--- src/rtl/permutation_sequencer_pkg.sv ---
// Shared Ascon definitions: 320-bit state layout, round-count constants,
// sequencer FSM encoding and the round helpers used by the datapath.
package ascon_pack;

  // Word xN of the Ascon state lives at index N.
  typedef logic [4:0][63:0] type_state;

  localparam logic [3:0] ROUNDS_A   = 4'd12;
  localparam logic [3:0] ROUNDS_B   = 4'd6;
  localparam logic [3:0] ROUND_LAST = 4'd11;

  typedef enum logic [1:0] {
    ST_IDLE = 2'd0,
    ST_RUN  = 2'd1,
    ST_DONE = 2'd2
  } type_fsm;

  function automatic logic [63:0] rotr64(input logic [63:0] w, input int unsigned n);
    return (w >> n) | (w << (64 - n));
  endfunction

  // Round i uses the byte {15-i, i}; i never exceeds ROUND_LAST.
  function automatic logic [7:0] round_constant(input logic [3:0] i);
    return {4'd15 - i, i};
  endfunction

endpackage

--- src/rtl/permutation_sequencer_permutation.sv ---
// One combinational Ascon round: constant addition, 5-bit S-box layer, linear diffusion.
// Latency 0 cycles; no flow control, output follows inputs.
module permutation
  import ascon_pack::*;
(
  input  type_state  state_i,
  input  logic [3:0] round_i,
  output type_state  state_o
);

  type_state   state_add;
  type_state   state_sub;
  logic [63:0] a0, a1, a2, a3, a4;
  logic [63:0] t0, t1, t2, t3, t4;
  logic [63:0] b0, b1, b2, b3, b4;

  always_comb begin : constant_addition
    state_add       = state_i;
    state_add[2]    = state_i[2] ^ {56'd0, round_constant(round_i)};
  end

  // Bit-sliced form of the Ascon S-box, applied to all 64 columns at once.
  always_comb begin : substitution_layer
    a0 = state_add[0] ^ state_add[4];
    a1 = state_add[1];
    a2 = state_add[2] ^ state_add[1];
    a3 = state_add[3];
    a4 = state_add[4] ^ state_add[3];

    t0 = ~a0 & a1;
    t1 = ~a1 & a2;
    t2 = ~a2 & a3;
    t3 = ~a3 & a4;
    t4 = ~a4 & a0;

    b0 = a0 ^ t1;
    b1 = a1 ^ t2;
    b2 = a2 ^ t3;
    b3 = a3 ^ t4;
    b4 = a4 ^ t0;

    state_sub[0] = b0 ^ b4;
    state_sub[1] = b1 ^ b0;
    state_sub[2] = ~b2;
    state_sub[3] = b3 ^ b2;
    state_sub[4] = b4;
  end

  always_comb begin : diffusion_layer
    state_o[0] = state_sub[0] ^ rotr64(state_sub[0], 19) ^ rotr64(state_sub[0], 28);
    state_o[1] = state_sub[1] ^ rotr64(state_sub[1], 61) ^ rotr64(state_sub[1], 39);
    state_o[2] = state_sub[2] ^ rotr64(state_sub[2],  1) ^ rotr64(state_sub[2],  6);
    state_o[3] = state_sub[3] ^ rotr64(state_sub[3], 10) ^ rotr64(state_sub[3], 17);
    state_o[4] = state_sub[4] ^ rotr64(state_sub[4],  7) ^ rotr64(state_sub[4], 41);
  end

endmodule

--- src/rtl/permutation_sequencer.sv ---
// Iterates the Ascon round N times (N = 12, or nb_rounds_i when 1..12) over a loaded state.
// Latency N cycles from start to done pulse; start_i is ignored while busy, no other backpressure.
module permutation_sequencer
  import ascon_pack::*;
(
  input  logic       clock_i,
  input  logic       reset_i,
  input  logic       start_i,
  input  logic [3:0] nb_rounds_i,
  input  type_state  state_i,
  output type_state  state_o,
  output logic [3:0] round_o,
  output logic       busy_o,
  output logic       done_o
);

  type_fsm    fsm_q;
  type_fsm    fsm_d;
  logic [3:0] cnt_q;
  logic [3:0] first_round;
  logic       load;
  type_state  state_q;
  type_state  round_out;

  // Out-of-range requests fall back to the full p^a schedule.
  always_comb begin
    first_round = 4'd0;
    if (nb_rounds_i != 4'd0 && nb_rounds_i <= ROUNDS_A) begin
      first_round = ROUNDS_A - nb_rounds_i;
    end
  end

  always_ff @(posedge clock_i or posedge reset_i) begin
    if (reset_i) begin
      fsm_q <= ST_IDLE;
    end else begin
      fsm_q <= fsm_d;
    end
  end

  always_comb begin
    fsm_d = fsm_q;
    load  = 1'b0;
    unique case (fsm_q)
      ST_IDLE: begin
        if (start_i) begin
          load  = 1'b1;
          fsm_d = ST_RUN;
        end
      end
      ST_RUN: begin
        if (cnt_q == ROUND_LAST) begin
          fsm_d = ST_DONE;
        end
      end
      ST_DONE: begin
        if (start_i) begin
          load  = 1'b1;
          fsm_d = ST_RUN;
        end else begin
          fsm_d = ST_IDLE;
        end
      end
      default: fsm_d = ST_IDLE;
    endcase
  end

  // Counter parks at ROUND_LAST once the final round is issued.
  always_ff @(posedge clock_i or posedge reset_i) begin
    if (reset_i) begin
      cnt_q   <= 4'd0;
      state_q <= '0;
    end else if (load) begin
      cnt_q   <= first_round;
      state_q <= state_i;
    end else if (fsm_q == ST_RUN) begin
      state_q <= round_out;
      if (cnt_q != ROUND_LAST) begin
        cnt_q <= cnt_q + 4'd1;
      end
    end
  end

  permutation u_permutation (
    .state_i (state_q),
    .round_i (round_o),
    .state_o (round_out)
  );

  assign state_o = state_q;
  assign round_o = (fsm_q == ST_RUN) ? cnt_q : 4'd0;
  assign busy_o  = (fsm_q == ST_RUN);
  assign done_o  = (fsm_q == ST_DONE);

endmodule
--- config.mk ---
export PLATFORM = sky130hd
export DESIGN_NAME = permutation_sequencer
export DESIGN_NICKNAME = d
export VERILOG_FILES = /design/src/rtl/permutation_sequencer_pkg.sv /design/src/rtl/permutation_sequencer_permutation.sv /design/src/rtl/permutation_sequencer.sv
export SDC_FILE = /design/constraint.sdc
export NUM_CORES = 2
export LEC_CHECK = 0
export ABC_CLOCK_PERIOD_IN_PS = 14450
export BUFFER_PORTS_ARGS = -buffer_cell sky130_fd_sc_hd__buf_2
export CORE_AREA = 2 2 251 253
export DETAILED_ROUTE_END_ITERATION = 6
export DIE_AREA = 0 0 253 255
export PLACE_DENSITY = 0.79
export SLEW_MARGIN = 20
export SYNTH_ARGS = -nofsm -noshare
export SYNTH_HDL_FRONTEND = slang
export SYNTH_SLANG_ARGS = --single-unit
--- constraint.sdc ---
create_clock -name clock_i -period 14.45 [get_ports clock_i]
set_input_delay 1.445 -clock clock_i [delete_from_list [all_inputs] [get_ports clock_i]]
set_output_delay 1.445 -clock clock_i [all_outputs]
set_load 0.05 [all_outputs]
* After elaboration in Yosys (flattened, before gate mapping)
Cells that the tools add are included.
Word-level totals: flip-flop bits (word level) 326, input bits 327, output and inout bits 326
Operators by class: add/sub/neg operators 3, order comparisons 1, eq/ne operators 6, mux-type cells 13, bitwise logic cells 43, reductions and logical operators 8
Operators by type and width (number):
- 64-bit bitwise XOR | 21
- 320-bit 2-to-1 mux | 2
- 64-bit inverter | 6
- 64-bit AND | 5
- 23-bit by 64-bit OR with 64-bit output | 1
- 25-bit by 64-bit OR with 64-bit output | 1
- 3-bit by 64-bit OR with 64-bit output | 1
- 36-bit by 64-bit OR with 64-bit output | 1
- 45-bit by 64-bit OR with 64-bit output | 1
- 47-bit by 64-bit OR with 64-bit output | 1
- 54-bit by 64-bit OR with 64-bit output | 1
- 57-bit by 64-bit OR with 64-bit output | 1
- 58-bit by 64-bit OR with 64-bit output | 1
- 63-bit by 64-bit OR with 64-bit output | 1
- 64-bit by 8-bit bitwise XOR with 64-bit output | 1
- 4-bit 2-to-1 mux | 5
- 4-bit subtractor, first input constant | 2
- 2-bit case mux with 3 select lines | 1
- 4-bit by 1-bit adder with 4-bit output, second input constant | 1
- 4-bit equality test, second input constant | 1
- 4-bit less-or-equal comparator, second input constant | 1
- 2-bit 2-to-1 mux | 2
- 4-bit inequality test, second input constant | 1
- 2-bit AND reduction | 2
- 10 further kinds | 13

* Logic depth before layout (Yosys ltp)
depth in word-level cells 14, gate-level depth with buffers 8, depth with buffers taken out 8

* By module
From an unflattened synthesis, not the netlist that was laid out.
Unflattened totals: cell total of the unflattened synthesis 3390, area, all modules 30762.0 um^2
Modules (own cells, without submodules):
- permutation | times used 1, cells each 1599, area each 15991.6 um^2, sequential area each 0.0 um^2
- permutation_sequencer | times used 1, cells each 1791, area each 14770.4 um^2, sequential area each 8157.8 um^2

* Worst setup path before layout
Ideal clock, no wire load.
kind reg2out, from register fsm_q[0], to output port busy_o, arrival time 1.399 ns, data required time 13.005 ns, slack 11.606 ns, stages on the path, launching flop included 5, path buffers 2, cells stage by stage dfrtp_1 -> nand2b_1 -> buf_2 -> inv_2 -> clkbuf_1
Between the ends: word-level cells in the longest chain between the ends 1
Ends and longest elaborated chain:
- from (decl) | line permutation_sequencer.sv:17 | type_fsm fsm_q;
- from (signal assigned) | line permutation_sequencer.sv:37 | fsm_q <= fsm_d;
- 2-bit by 1-bit equality test with 1-bit output | line permutation_sequencer.sv:92 | assign busy_o = (fsm_q == ST_RUN);
- to (decl) | line permutation_sequencer.sv:13 | output logic busy_o,
No other way between the ends.

* Final worst setup path
Same ends and word-level chain as after synthesis.

==> qor.csv <==
stage,metric,value,unit
sta,count of endpoints failing setup in the final report,0,
sta,Final Critical Period,4.00,ns
synthesis,Syn. warnings,0,
critical_path,worst path arrival time,2.56,ns
clocking,H-tree depth,2,
worst_hold_path,worst min-delay path category,reg -> reg,
sta,fmax,250,MHz
critical_path,startpoint of the worst setup timing path,fsm_q[0],
synthesis,total of flip-flops plus latches after synthesis,326,
clocking,TritonCTS clock tree,done,
clocking,root buffer cell,sky130_fd_sc_hd__clkbuf_16,
sta,setup repair after global routing missed its margin,false,
critical_path,critical path type,reg -> out,
cells_and_area,final core occ,0.527,
die,full die area,64500,um^2
detailed_routing,number of detailed-routing iterations run before antenna repair,7,
clocking,clock sink count,326,
synthesis,number of nets in the synthesized netlist,3318,
clocking,later-pin clock latency in the skew report,0.58,ns
cells_and_area,final layout net count,3936,
detailed_routing,total number of vias,25700,
sta,worst clock skew,0.0193,ns
grt,total grt overflow,0,
grt,All-Layer GR Usage,0.411,
clocking,Num CTS Buffers,41,
detailed_routing,final WL,137,mm
die,core outline area,62200,um^2
detailed_routing,number of vias per cell,5.96,
critical_path,FF-to-FF Start,fsm_q[0],
sta,total count of max-transition violations in the final report,0,
synthesis,post-synthesis average cell area,9.50,um^2
die,Row Count,92,
clocking,post-cts gate resize count,0,
sta,"Hold Vio Cnt, Final",0,
critical_path,WP data required,13.01,ns
cells_and_area,"commonest non-fill, non-tap cells in the layout","sky130_fd_sc_hd__xnor2_1, sky130_fd_sc_hd__buf_2, sky130_fd_sc_hd__dfrtp_1, sky130_fd_sc_hd__xor2_1, sky130_fd_sc_hd__a22oi_1",
placed_design,HPWL reported at the end of detailed placement,112,mm
status,violations in the final reports,DRC,
placed_design,Placer Congestion,1.07,
detailed_routing,Avg WL per Cell,31.7,um
status,status,finished with violations,
clocking,number of buffers between clock root and the deepest sink,3,
cells_and_area,area of the multi-input gates,17900,um^2
critical_path,logic depth of the worst register-to-register path,7,
grt,maximum number of pins on one net before global-route repair,212,
grt,initial antenna violation count,7,
sta,setup total negative slack,0,ns
critical_path,CP Capture Type,output port,
critical_path,critical-path maximum fanout,69,
grt,global-route wire length before repair,185,mm
synthesis,"Seq/Total Area, Yosys",0.300,
clocking,clock transition time at the flip-flop clock pins of the worst setup and hold paths,0.06,ns
die,initial standard-cell utilization of the core,0.437,
synthesis,distinct cell type count of the synthesized netlist,31,
cells_and_area,most common library cell in the layout ignoring fill and taps,sky130_fd_sc_hd__xnor2_1,
sta,final worst path period share,0.277,
cells_and_area,proportion of layout cells with a drive suffix above 1,0.223,
synthesis,post-synthesis instance area,27200,um^2
clocking,Post-CTS Setup Bufs,0,
detailed_routing,DRC violations left,1,
die,boundary pin count,653,
placed_design,number of buffers added on ports,652,
die,Die Height,255,um
clocking,post-cts hold buffer count,0,
cells_and_area,Area growth syn-to-layout,20.5,%
job,number of maximum-capacitance constraint violations,0,
critical_path,register-to-register setup slack,10.65,ns
critical_path,endpoint of the worst setup timing path,busy_o,
detailed_routing,antenna violation net count after detailed routing,0,
cells_and_area,Layout fillers,5848,
die,width of the chip,253,um
critical_path,crit start category,flop,
sta,pin slew with the least headroom to its limit,1.29,ns
critical_path,R2R Path End,state_o[85],
detailed_routing,Iteration-0 DRC Markers,3201,
grt,number of global-route vias before repair,24600,
synthesis,cell count after synthesis,2861,
cells_and_area,FF/Latch Area,8160,um^2
sta,remaining max-slew budget at the tightest pin,0.141,
[registers in the layout, indices dropped and copies added, names as in the netlist]
name	count
cnt_q	4
fsm_q	2
state_o	320
[cell type report]
| cell class | instances | area share |
|---|---|---|
| clock inverters | 20 | 0.00848 |
| flip-flops and latches | 326 | 0.249 |
| well taps | 799 | 0.0305 |
| repair buffers | 681 | 0.107 |
| diodes | 6 | 0.000459 |
| multi-input cells | 2233 | 0.547 |
| inverters | 196 | 0.0227 |
| clock buffers | 51 | 0.0346 |
[per-stage QoR]
stage                     cells  cell area, um^2  setup WS [ns]  hold slack, ns
after floorplan            2861            27200           3.98           0.540
after global placement     4235            31300          10.38           0.544
after detailed placement   4235            31300          10.31           0.564
after CTS                  4306            32700          10.47           0.578
after global routing       4308            32700          10.37           0.611
final                      4312            32700          10.45           0.577
[critical path, cell delays in order (launching register included)]
cell and delay [ns]:
sky130_fd_sc_hd__dfrtp_1 0.77, sky130_fd_sc_hd__nand2b_4 0.54, sky130_fd_sc_hd__inv_2 0.35, sky130_fd_sc_hd__buf_2 0.32
[cell families after synthesis]
logic type	count (synthesis)	synth area share
mux	63	0.0236
buf+inv	302	0.0425
xor+xnor	1154	0.378
fa+ha+maj	190	0.0820
flops	326	0.300
simple gates	167	0.0253
compound gates	659	0.149
[routing by layer]
layer,global-route usage,vias to the layer above,wire [um]
li1,-,10900,-
met1,0.522,12700,52400
met2,0.639,1686,60300
met3,0.0809,432,13000
met4,0.265,4,10900
met5,0,-,21
[cell usage after synthesis]
library cell                 n  area [um^2]
sky130_fd_sc_hd__a21o_1      1         7.51
sky130_fd_sc_hd__a21oi_1    63          315
sky130_fd_sc_hd__a22oi_1   271         2030
sky130_fd_sc_hd__and3b_1     1         8.76
sky130_fd_sc_hd__buf_1       5         18.8
sky130_fd_sc_hd__buf_2      17         85.1
sky130_fd_sc_hd__clkbuf_1   84          315
sky130_fd_sc_hd__dfrtp_1   326         8160
sky130_fd_sc_hd__ha_1      130         1630
sky130_fd_sc_hd__inv_1     187          702
sky130_fd_sc_hd__inv_2       9         33.8
sky130_fd_sc_hd__maj3_1     60          601
sky130_fd_sc_hd__mux2_2      8         90.1
sky130_fd_sc_hd__mux2i_1    55          551
sky130_fd_sc_hd__nand2_1   123          462
sky130_fd_sc_hd__nand2b_1    2         12.5
sky130_fd_sc_hd__nand3_1     2         10.0
sky130_fd_sc_hd__nand3b_2    4         45.0
sky130_fd_sc_hd__nor2_1     28          105
sky130_fd_sc_hd__nor2_2      1         6.26
sky130_fd_sc_hd__nor2b_1     4         25.0
sky130_fd_sc_hd__nor3_1      1         5.00
sky130_fd_sc_hd__nor3b_1     1         7.51
sky130_fd_sc_hd__o21a_1      2         15.0
sky130_fd_sc_hd__o21ai_0   110          551
sky130_fd_sc_hd__o21ai_1   165          826
sky130_fd_sc_hd__o22ai_1    47          294
sky130_fd_sc_hd__xnor2_1   847         7420
sky130_fd_sc_hd__xnor2_2     6         97.6
sky130_fd_sc_hd__xnor3_1     8          180
sky130_fd_sc_hd__xor2_1    293         2570
[worst min path at each step]
stage                      startpoint     endpoint  slack [ns]  cells past startpoint
final                     state_o[86]  state_o[86]        0.58                      2
after global routing      state_o[66]  state_o[66]        0.61                      2
after CTS                 state_o[86]  state_o[86]        0.58                      2
after detailed placement  state_o[86]  state_o[86]        0.56                      2
after global placement    state_o[86]  state_o[86]        0.54                      2
after floorplan              cnt_q[1]     cnt_q[1]        0.54                      2
Power is not shown: default switching activity piles up to over one toggle a cycle in this logic, so the estimate is an artifact.
